===== config.mk =====
export PLATFORM = sky130hd
export DESIGN_NAME = pc_unit_flat
export DESIGN_NICKNAME = d
export VERILOG_FILES = /design/src/rtl/pc_pkg.sv /design/src/rtl/pc_if.sv /design/src/rtl/pc_window_chk.sv /design/src/rtl/pc_unit.sv /design/src/flat_wrapper.sv
export SDC_FILE = /design/constraint.sdc
export NUM_CORES = 1
export LEC_CHECK = 0
export CORE_MARGIN = 2
export CORE_UTILIZATION = 45
export DETAILED_ROUTE_END_ITERATION = 12
export PLACE_DENSITY = 0.9
export SYNTH_ARGS = -nofsm -noshare
export SYNTH_HDL_FRONTEND = slang
export SYNTH_SLANG_ARGS = --single-unit

===== constraint.sdc =====
create_clock -name clk -period 4.9 [get_ports clk]
set_input_delay 0.98 -clock clk [delete_from_list [all_inputs] [get_ports clk]]
set_output_delay 0.98 -clock clk [all_outputs]
set_load 0.02 [all_outputs]

===== src/rtl/pc_pkg.sv =====
// Shared types and default address map for the fetch-address generator.
package pc_pkg;

    typedef enum logic [1:0] {
        PC_BOOT,
        PC_RUN,
        PC_HALT
    } pc_state_e;

    localparam int unsigned PC_AW        = 32;
    localparam int unsigned PC_CW        = 32;
    localparam int unsigned PC_STEP      = 4;
    localparam logic [31:0] PC_RESET_VEC = 32'h0000_3000;
    localparam logic [31:0] PC_ADDR_LO   = 32'h0000_3000;
    localparam logic [31:0] PC_ADDR_HI   = 32'h0000_6FFC;
    localparam logic [31:0] PC_FAULT_VEC = 32'h0000_4180;

endpackage


===== src/rtl/pc_if.sv =====
// Fetch-address bus between the NPC/branch logic (master) and pc_unit (slave).
interface pc_if #(
    parameter int unsigned AW = 32,
    parameter int unsigned CW = 32
);
    logic          stall_i;
    logic          redirect_valid_i;
    logic [AW-1:0] redirect_target_i;
    logic [AW-1:0] pc_o;
    logic [AW-1:0] pc_plus_o;
    logic          pc_valid_o;
    logic          halted_o;
    logic          fault_o;
    logic [AW-1:0] fault_addr_o;
    logic [CW-1:0] fetch_cnt_o;

    modport master (
        output stall_i, redirect_valid_i, redirect_target_i,
        input  pc_o, pc_plus_o, pc_valid_o, halted_o, fault_o, fault_addr_o, fetch_cnt_o
    );

    modport slave (
        input  stall_i, redirect_valid_i, redirect_target_i,
        output pc_o, pc_plus_o, pc_valid_o, halted_o, fault_o, fault_addr_o, fetch_cnt_o
    );
endinterface


===== src/rtl/pc_window_chk.sv =====
// Combinational legality check of a candidate fetch address against the instruction window.
module pc_window_chk #(
    parameter int unsigned   AW = 32,
    parameter logic [AW-1:0] LO = '0,
    parameter logic [AW-1:0] HI = '1
) (
    input  logic [AW-1:0] addr_i,
    output logic          in_window_o,
    output logic          aligned_o
);
    // Unsigned full-width compare: a wrapped address lands below LO and fails.
    assign in_window_o = (addr_i >= LO) && (addr_i <= HI);
    assign aligned_o   = (addr_i[1:0] == 2'b00);
endmodule


===== src/rtl/pc_unit.sv =====
// IF-stage PC generator: BOOT/RUN/HALT FSM, stall hold, redirects, saturating fetch counter.
// Optional fault path enabled by macro PC_FAULT_EN (illegal redirect -> FAULT_VEC instead of halt).
module pc_unit
    import pc_pkg::*;
#(
    parameter int unsigned   AW        = PC_AW,
    parameter logic [AW-1:0] RESET_VEC = AW'(PC_RESET_VEC),
    parameter logic [AW-1:0] ADDR_LO   = AW'(PC_ADDR_LO),
    parameter logic [AW-1:0] ADDR_HI   = AW'(PC_ADDR_HI),
    parameter int unsigned   STEP      = PC_STEP,
    parameter logic [AW-1:0] FAULT_VEC = AW'(PC_FAULT_VEC),
    parameter int unsigned   CW        = PC_CW
) (
    input  logic clk,
    input  logic rst_n,
    pc_if.slave  bus
);

    pc_state_e     state_q;
    logic [AW-1:0] pc_q;
    logic [CW-1:0] cnt_q;
    logic          pc_valid_q;
    logic          halted_q;

    logic [AW-1:0] seq_pc;
    logic [AW-1:0] cand_pc;
    logic [CW-1:0] cnt_d;
    logic          in_window;
    logic          aligned;
    logic          next_legal;

    assign seq_pc     = pc_q + AW'(STEP);
    assign cand_pc    = bus.redirect_valid_i ? bus.redirect_target_i : seq_pc;
    assign next_legal = in_window && aligned;
    assign cnt_d      = (&cnt_q) ? cnt_q : cnt_q + CW'(1);

    pc_window_chk #(
        .AW (AW),
        .LO (ADDR_LO),
        .HI (ADDR_HI)
    ) u_chk (
        .addr_i      (cand_pc),
        .in_window_o (in_window),
        .aligned_o   (aligned)
    );

`ifdef PC_FAULT_EN
    logic          fault_q;
    logic [AW-1:0] fault_addr_q;
`endif

    always_ff @(posedge clk or negedge rst_n) begin
        if (!rst_n) begin
            state_q    <= PC_BOOT;
            pc_q       <= RESET_VEC;
            cnt_q      <= '0;
            pc_valid_q <= 1'b0;
            halted_q   <= 1'b0;
`ifdef PC_FAULT_EN
            fault_q      <= 1'b0;
            fault_addr_q <= '0;
`endif
        end else begin
`ifdef PC_FAULT_EN
            fault_q <= 1'b0;
`endif
            case (state_q)
                // One dead cycle so the IM read of RESET_VEC lines up with pc_valid_o.
                PC_BOOT: begin
                    state_q    <= PC_RUN;
                    pc_valid_q <= 1'b1;
                end
                PC_RUN: begin
                    if (!bus.stall_i) begin
                        if (next_legal) begin
                            pc_q  <= cand_pc;
                            cnt_q <= cnt_d;
                        end
`ifdef PC_FAULT_EN
                        else if (bus.redirect_valid_i) begin
                            pc_q         <= FAULT_VEC;
                            fault_q      <= 1'b1;
                            fault_addr_q <= bus.redirect_target_i;
                            cnt_q        <= cnt_d;
                        end
`endif
                        else begin
                            pc_q       <= cand_pc;
                            state_q    <= PC_HALT;
                            pc_valid_q <= 1'b0;
                            halted_q   <= 1'b1;
                        end
                    end
                end
                default: ;
            endcase
        end
    end

    assign bus.pc_o        = pc_q;
    assign bus.pc_plus_o   = seq_pc;
    assign bus.pc_valid_o  = pc_valid_q;
    assign bus.halted_o    = halted_q;
    assign bus.fetch_cnt_o = cnt_q;

`ifdef PC_FAULT_EN
    assign bus.fault_o      = fault_q;
    assign bus.fault_addr_o = fault_addr_q;
`else
    logic [AW-1:0] unused_fault_vec;
    assign unused_fault_vec = FAULT_VEC;
    assign bus.fault_o      = 1'b0;
    assign bus.fault_addr_o = '0;
`endif

endmodule


===== src/flat_wrapper.sv =====
// flat-port wrapper written by rule: the top's interface ports become plain ports
module pc_unit_flat import pc_pkg::*;
#(
    parameter int unsigned   AW        = PC_AW,
    parameter logic [AW-1:0] RESET_VEC = AW'(PC_RESET_VEC),
    parameter logic [AW-1:0] ADDR_LO   = AW'(PC_ADDR_LO),
    parameter logic [AW-1:0] ADDR_HI   = AW'(PC_ADDR_HI),
    parameter int unsigned   STEP      = PC_STEP,
    parameter logic [AW-1:0] FAULT_VEC = AW'(PC_FAULT_VEC),
    parameter int unsigned   CW        = PC_CW
)
  (clk, rst_n, bus_stall_i, bus_redirect_valid_i, bus_redirect_target_i, bus_pc_o, bus_pc_plus_o, bus_pc_valid_o, bus_halted_o, bus_fault_o, bus_fault_addr_o, bus_fetch_cnt_o);
  pc_if #(.AW(AW), .CW(CW)) bus_i ();
  input  logic clk;
  input  logic rst_n;
  input wire logic [$bits(bus_i.stall_i)-1:0] bus_stall_i;
  input wire logic [$bits(bus_i.redirect_valid_i)-1:0] bus_redirect_valid_i;
  input wire logic [$bits(bus_i.redirect_target_i)-1:0] bus_redirect_target_i;
  output wire logic [$bits(bus_i.pc_o)-1:0] bus_pc_o;
  output wire logic [$bits(bus_i.pc_plus_o)-1:0] bus_pc_plus_o;
  output wire logic [$bits(bus_i.pc_valid_o)-1:0] bus_pc_valid_o;
  output wire logic [$bits(bus_i.halted_o)-1:0] bus_halted_o;
  output wire logic [$bits(bus_i.fault_o)-1:0] bus_fault_o;
  output wire logic [$bits(bus_i.fault_addr_o)-1:0] bus_fault_addr_o;
  output wire logic [$bits(bus_i.fetch_cnt_o)-1:0] bus_fetch_cnt_o;
  assign bus_i.stall_i = bus_stall_i;
  assign bus_i.redirect_valid_i = bus_redirect_valid_i;
  assign bus_i.redirect_target_i = bus_redirect_target_i;
  assign bus_pc_o = bus_i.pc_o;
  assign bus_pc_plus_o = bus_i.pc_plus_o;
  assign bus_pc_valid_o = bus_i.pc_valid_o;
  assign bus_halted_o = bus_i.halted_o;
  assign bus_fault_o = bus_i.fault_o;
  assign bus_fault_addr_o = bus_i.fault_addr_o;
  assign bus_fetch_cnt_o = bus_i.fetch_cnt_o;
  pc_unit #(.AW(AW), .RESET_VEC(RESET_VEC), .ADDR_LO(ADDR_LO), .ADDR_HI(ADDR_HI), .STEP(STEP), .FAULT_VEC(FAULT_VEC), .CW(CW)) u_core (.clk(clk), .rst_n(rst_n), .bus(bus_i));
endmodule

==> flow_metrics.tcl, run 1 <==
set metrics [dict create \
    status "finished, final reports clean" \
    synthesis.area_um2 4340 \
    core_area_um2 9284 \
    r2r_slack_ns 0.63 \
    post-route-util 0.6279 \
    drt_iter0_drc 255 \
    yosysTopAreaCell "dfrtp_1" \
    worstPathRequired_ns 5.12 \
    end_kind "flip-flop" \
    cts_buffers 9 \
    rows 35 \
    synth_edf_count 0 \
    clockRootBuffer "clkbuf_8" \
    power_frac_seq 0.328 \
    drc 0 \
    port-buffer-count 133 \
    regArea_um2 1679 \
    swShare 0.4117 \
    max_slew.worst_pin.slew_ns 1.111 \
    grt_pass1_vias 3829 \
    ir_drop_mv 0.3325 \
    clock.fmax_mhz 234.4 \
    multi_input_area_um2 2365 \
    routed_wl_um 12130 \
    criticalPathCategory "reg2reg" \
    cp_slowest_cell "dfstp_2" \
    p_leak_nw 2.523 \
    die_x_um 102.2 \
    yosys_register_bits 67 \
    reg2reg_from "u_core.bus.pc_o[12]$_DFFE_PN1P_" \
    rr_endpoint "u_core.bus.fetch_cnt_o[14]$_DFFE_PN0P_" \
    p_per_area_nw_per_um2 476.1 \
    post_cts_buffers 0 \
    clock_path_buffers 2 \
    die_h_um 102.2 \
    ff2ff_path_depth 10 \
    hold_viol 0 \
    finalClockSkew_ns 0.01698 \
    maxCapViolations 0 \
    holdWs_ns 0.4887 \
    drt.antenna.violating_nets 0 \
    syn_inst 485 \
    initial_utilization 0.4675 \
    fillers 750 \
    setup_viol 0 \
    n_antenna_cell 0 \
    clock-sinks 67 \
    grt_pass1_wl_um 19230 \
    cp_num_cells 10 \
    avgViaCountPerCell 5.413 \
    vias 4000 \
    hpwl_um 8980 \
    synth_area_leaders "dfrtp_1 (37%), xor2_1 (6.9%), buf_4 (6.4%)" \
    async_flop_share 1.000 \
    worstPathArrival_ns 4.48 \
    boundaryPins 167 \
    synth_top_area_frac 0.3747 \
    layout_common_cells "clkdlybuf4s50_1 (132), dfrtp_1 (65), nand2_1 (44), nor2_1 (39), nand3_1 (35)" \
    final_common_cell "clkdlybuf4s50_1" \
    synth_flop_cell "dfrtp_1" \
    fin_crit_sh 0.8707 \
    cp_max_fo 30 \
    layout-drive-gt1-share 0.07869 \
    grt_overflow 0 \
    cp-start-kind "flip-flop" \
    grt_max_degree 59 \
    yosysUniqueCellTypes 52 \
    clk_latency_ns 0.34 \
    path_cells "nand4_1 > or4_4 > nor3_1 > xor2_1 > mux2_4 > or4_1 > nor3_2 > nand3_2 > or3_1 > xnor2_1" \
    cts_hold_buffers 0 \
    ys_seq_area_frac 0.3869 \
    clk_pin_slew_worst_paths_ns 0.08 \
    area_growth_pct 34.30 \
    ctsResizeCount 0 \
    h-tree-depth 3 \
    dr.pass1.iters 6 \
    fin_tns_setup_ns 0 \
    slew_headroom 0.2405 \
    crit_family "simple AND/OR/NAND/NOR gates" \
    rsz0062_at_grt "no" \
    crit_buf_inv 0 \
    slowest_delay_ns 0.59 \
    hp-class "in2async" \
    routedWlPerCell_um 16.41 \
    p_int_mw 1.633 \
    pwr-share-comb 0.468 \
    worstSetupEndpoint "u_core.bus.fetch_cnt_o[14]$_DFFE_PN0P_" \
    slew_viol_final 0 \
    place_ws_ns 0.6363 \
    switchingPower_mw 1.143 \
    crit_start "u_core.bus.pc_o[12]$_DFFE_PN1P_" \
    die-area_um2 10450 \
    final.min_clock_period_ns 4.267 \
    clkPwrFrac 0.204 \
    cts_tree "built" \
    grt_usage 0.2336 \
    syn_avg_cell_area_um2 8.949 \
    ys_warn_count 0 \
    gp_congestion 0.8979 \
    antenna_found_initial 0 \
    layout.nets 643 \
    fin_ws_ns 0.6333 \
]
==> how the worst min path moves through the flow <==
stage | endpoint | slack [ns] | cells past startpoint
finish | u_core.bus.pc_o[10]$_DFFE_PN0P_ | 0.49 | 1
global route | u_core.bus.pc_o[10]$_DFFE_PN0P_ | 0.50 | 1
CTS | u_core.bus.pc_o[7]$_DFFE_PN0P_ | 0.49 | 1
detailed placement | u_core.bus.halted_o$_DFFE_PN0P_ | 0.47 | 1
global placement | u_core.bus.halted_o$_DFFE_PN0P_ | 0.45 | 1
floorplan | u_core.state_q[1]$_DFFE_PN0P_ | 0.45 | 1
==> cells by family (layout without fill, tap and decap cells) <==
kind of cell / Yosys count / in the layout / share of synthesized area
simple gates: 206 / 206 / 0.2632
flops: 67 / 67 / 0.3869
buf+inv: 67 / 160 / 0.09599
compound gates: 65 / 65 / 0.08216
xor+xnor: 59 / 59 / 0.1208
mux: 18 / 18 / 0.04439
fa+ha+maj: 2 / 2 / 0.005764
other cells: 1 / 33 / 0.0008640
==> area by class of cell <==
type | count | share of cell area
Timing Repair Buffer | 137 | 0.2327
Inverter | 7 | 0.004507
Clock buffer | 11 | 0.02425
Multi-Input combinational cell | 383 | 0.4057
Clock inverter | 5 | 0.01717
Tap cell | 129 | 0.02769
Sequential cell | 67 | 0.2880
==> power groups by stage <==
stage	Combinational [mW]	Sequential, mW	Clock (mW)
2_1_floorplan	0.606	0.990	0
3_3_place_gp	1.28	0.902	0
3_5_place_dp	1.30	0.916	0
4_1_cts	1.31	0.908	0.572
5_1_grt	1.38	0.935	0.597
6_report	1.30	0.910	0.566
==> flip-flops by register name, indices dropped and copies added (netlist names) <==
name	flops
u_core.bus.fetch_cnt_o	32
u_core.bus.halted_o	1
u_core.bus.pc_o	32
u_core.state_q	2
==> through the flow <==
step	instances	area [µm²]	power (mW)
2_1_floorplan	517	4461	1.596
3_3_place_gp	723	5588	2.178
3_5_place_dp	723	5588	2.212
4_1_cts	739	5829	2.785
5_1_grt	739	5829	2.911
6_report	739	5829	2.776
==> metal layers <==
metal	part of all wire	wire length, µm	global-route usage	vias to the layer above
met3	0.057	692	0.03488	28
met5	0	0	0	-
met1	0.41	5003	0.3000	1925
met4	0.021	255	0.07897	0
met2	0.51	6175	0.4044	189
li1	-	-	-	1858
==> Yosys cell counts (5+ instances only) <==
cell / count
o22ai_1: 5
or3_1: 5
nand2_1: 44
mux2i_1: 11
nand2b_1: 6
nor4_1: 6
a21oi_1: 16
dfrtp_1: 65
nand3_1: 35
mux2_2: 6
buf_4: 37
nor3_1: 17
inv_1: 6
o21ai_0: 33
xor2_1: 34
nor2_1: 39
xnor2_1: 24
nand4_1: 14
and3_1: 14
clkbuf_1: 14
No activity file was read; power rests on OpenSTA's default activity.
==> run 2: changes to the inputs <==
--- a/config.mk
+++ b/config.mk
@@ -8,7 +8,7 @@
 export CORE_MARGIN = 2
 export CORE_UTILIZATION = 45
 export DETAILED_ROUTE_END_ITERATION = 12
-export PLACE_DENSITY = 0.9
+export PLACE_DENSITY = 0.91
 export SYNTH_ARGS = -nofsm -noshare
 export SYNTH_HDL_FRONTEND = slang
 export SYNTH_SLANG_ARGS = --single-unit
==> flow_metrics.tcl, run 2 (synthesis results as in run 1) <==
set metrics [dict create \
    antenna_found_initial 0 \
    drt_iter0_drc 250 \
    routed_wl_um 12060 \
    clock.fmax_mhz 236.8 \
    fillers 771 \
    clk_latency_ns 0.35 \
    worstPathRequired_ns 5.13 \
    layout.nets 644 \
    p_leak_nw 2.518 \
    core_area_um2 9284 \
    drt.antenna.violating_nets 0 \
    grt_max_degree 41 \
    die_x_um 102.2 \
    p_per_area_nw_per_um2 468.0 \
    criticalPathCategory "reg2reg" \
    crit_family "simple AND/OR/NAND/NOR gates" \
    clk_pin_slew_worst_paths_ns 0.09 \
    grt_usage 0.2319 \
    worstPathArrival_ns 4.46 \
    crit_buf_inv 0 \
    ff2ff_path_depth 10 \
    ctsResizeCount 0 \
    die_h_um 102.2 \
    dr.pass1.iters 5 \
    routedWlPerCell_um 16.30 \
    cp_max_fo 30 \
    cp_num_cells 10 \
    final_common_cell "clkdlybuf4s50_1" \
    setup_viol 0 \
    max_slew.worst_pin.slew_ns 0.8708 \
    slowest_delay_ns 0.60 \
    n_antenna_cell 0 \
    initial_utilization 0.4675 \
    vias 4037 \
    cp-start-kind "flip-flop" \
    final.min_clock_period_ns 4.223 \
    die-area_um2 10450 \
    slew_viol_final 0 \
    crit_start "u_core.bus.pc_o[12]$_DFFE_PN1P_" \
    maxCapViolations 0 \
    finalClockSkew_ns 0.01574 \
    hpwl_um 8974 \
    grt_pass1_wl_um 18950 \
    layout_common_cells "clkdlybuf4s50_1 (132), dfrtp_1 (65), nand2_1 (44), nor2_1 (39), nand3_1 (35)" \
    path_cells "nand4_1 > or4_4 > nor3_1 > xor2_1 > mux2_4 > or4_1 > nor3_2 > nand3_2 > or3_1 > xnor2_1" \
    status "finished, final reports clean" \
    cts_buffers 9 \
    slew_headroom 0.4195 \
    cts_hold_buffers 0 \
    rows 35 \
    rr_endpoint "u_core.bus.fetch_cnt_o[14]$_DFFE_PN0P_" \
    avgViaCountPerCell 5.455 \
    grt_overflow 0 \
    ir_drop_mv 0.4120 \
    place_area_um2 5595 \
    final_cell_area_um2 5812 \
    clock_path_buffers 2 \
    clockRootBuffer "clkbuf_8" \
    reg2reg_from "u_core.bus.pc_o[12]$_DFFE_PN1P_" \
    worstSetupEndpoint "u_core.bus.fetch_cnt_o[14]$_DFFE_PN0P_" \
    cts_tree "built" \
    area_growth_pct 33.90 \
    hold_viol 0 \
    end_kind "flip-flop" \
    rsz0062_at_grt "no" \
    fin_tns_setup_ns 0 \
    hp-class "reg2reg" \
    layout-drive-gt1-share 0.08183 \
    post-route-util 0.6260 \
    boundaryPins 167 \
    grt_pass1_vias 3789 \
    r2r_slack_ns 0.68 \
    drc 0 \
    post_cts_buffers 0 \
    holdWs_ns 0.4844 \
    fin_crit_sh 0.8619 \
    h-tree-depth 3 \
    gp_congestion 0.9008 \
    cp_slowest_cell "dfstp_2" \
    port-buffer-count 133 \
    clock-sinks 67 \
]
==> run 2: changes by cell type in the layout (fill, tap and decap cells not counted), sizes merged <==
cell and change:
buf +1, bufinv -1, clkinv +3, clkbuf -2
==> run 2: worst min path at each step <==
stage                                            from                                      to  slack [ns]  cells past startpoint
6_report              u_core.bus.halted_o$_DFFE_PN0P_         u_core.bus.halted_o$_DFFE_PN0P_        0.48                      1
5_1_grt        u_core.bus.fetch_cnt_o[18]$_DFFE_PN0P_  u_core.bus.fetch_cnt_o[18]$_DFFE_PN0P_        0.53                      1
4_1_cts               u_core.bus.halted_o$_DFFE_PN0P_         u_core.bus.halted_o$_DFFE_PN0P_        0.48                      1
3_5_place_dp          u_core.bus.halted_o$_DFFE_PN0P_         u_core.bus.halted_o$_DFFE_PN0P_        0.45                      1
3_3_place_gp          u_core.bus.halted_o$_DFFE_PN0P_         u_core.bus.halted_o$_DFFE_PN0P_        0.45                      1
2_1_floorplan           u_core.state_q[1]$_DFFE_PN0P_           u_core.state_q[1]$_DFFE_PN0P_        0.45                      1
==> run 2: layout make-up <==
cell class / instances / area, µm² / area share
sequential: 67 / 1679 / 0.2889
inverter: 7 / 26.28 / 0.004521
clock buffer: 9 / 123.9 / 0.02131
clock inverter: 7 / 92.59 / 0.01593
tap: 129 / 161.4 / 0.02777
multi-input combinational: 383 / 2365 / 0.4069
timing repair buffer: 138 / 1364 / 0.2347
==> run 2: report_power, final <==
part | switching [mW] | internal, mW
sequential | 0.225 | 0.679
clock | 0.230 | 0.286
combinational | 0.694 | 0.606
total | 1.15 | 1.57
==> run 2: per-layer routing <==
metal,GRT usage,vias up,wire length [µm]
met5,0,-,0
met4,0.1005,0,347
met3,0.03420,32,743
met2,0.3811,190,6026
met1,0.3062,1949,4942
li1,-,1866,-
==> run 2: through the flow <==
stage               setup WS, ns  power [mW]  std cells
global route              0.3700       2.859        740
CTS                       0.7214       2.720        740
finish                    0.6765       2.720        740
floorplan                  1.180       1.596        517
detailed placement        0.5718       2.204        724
global placement          0.6983       2.179        724
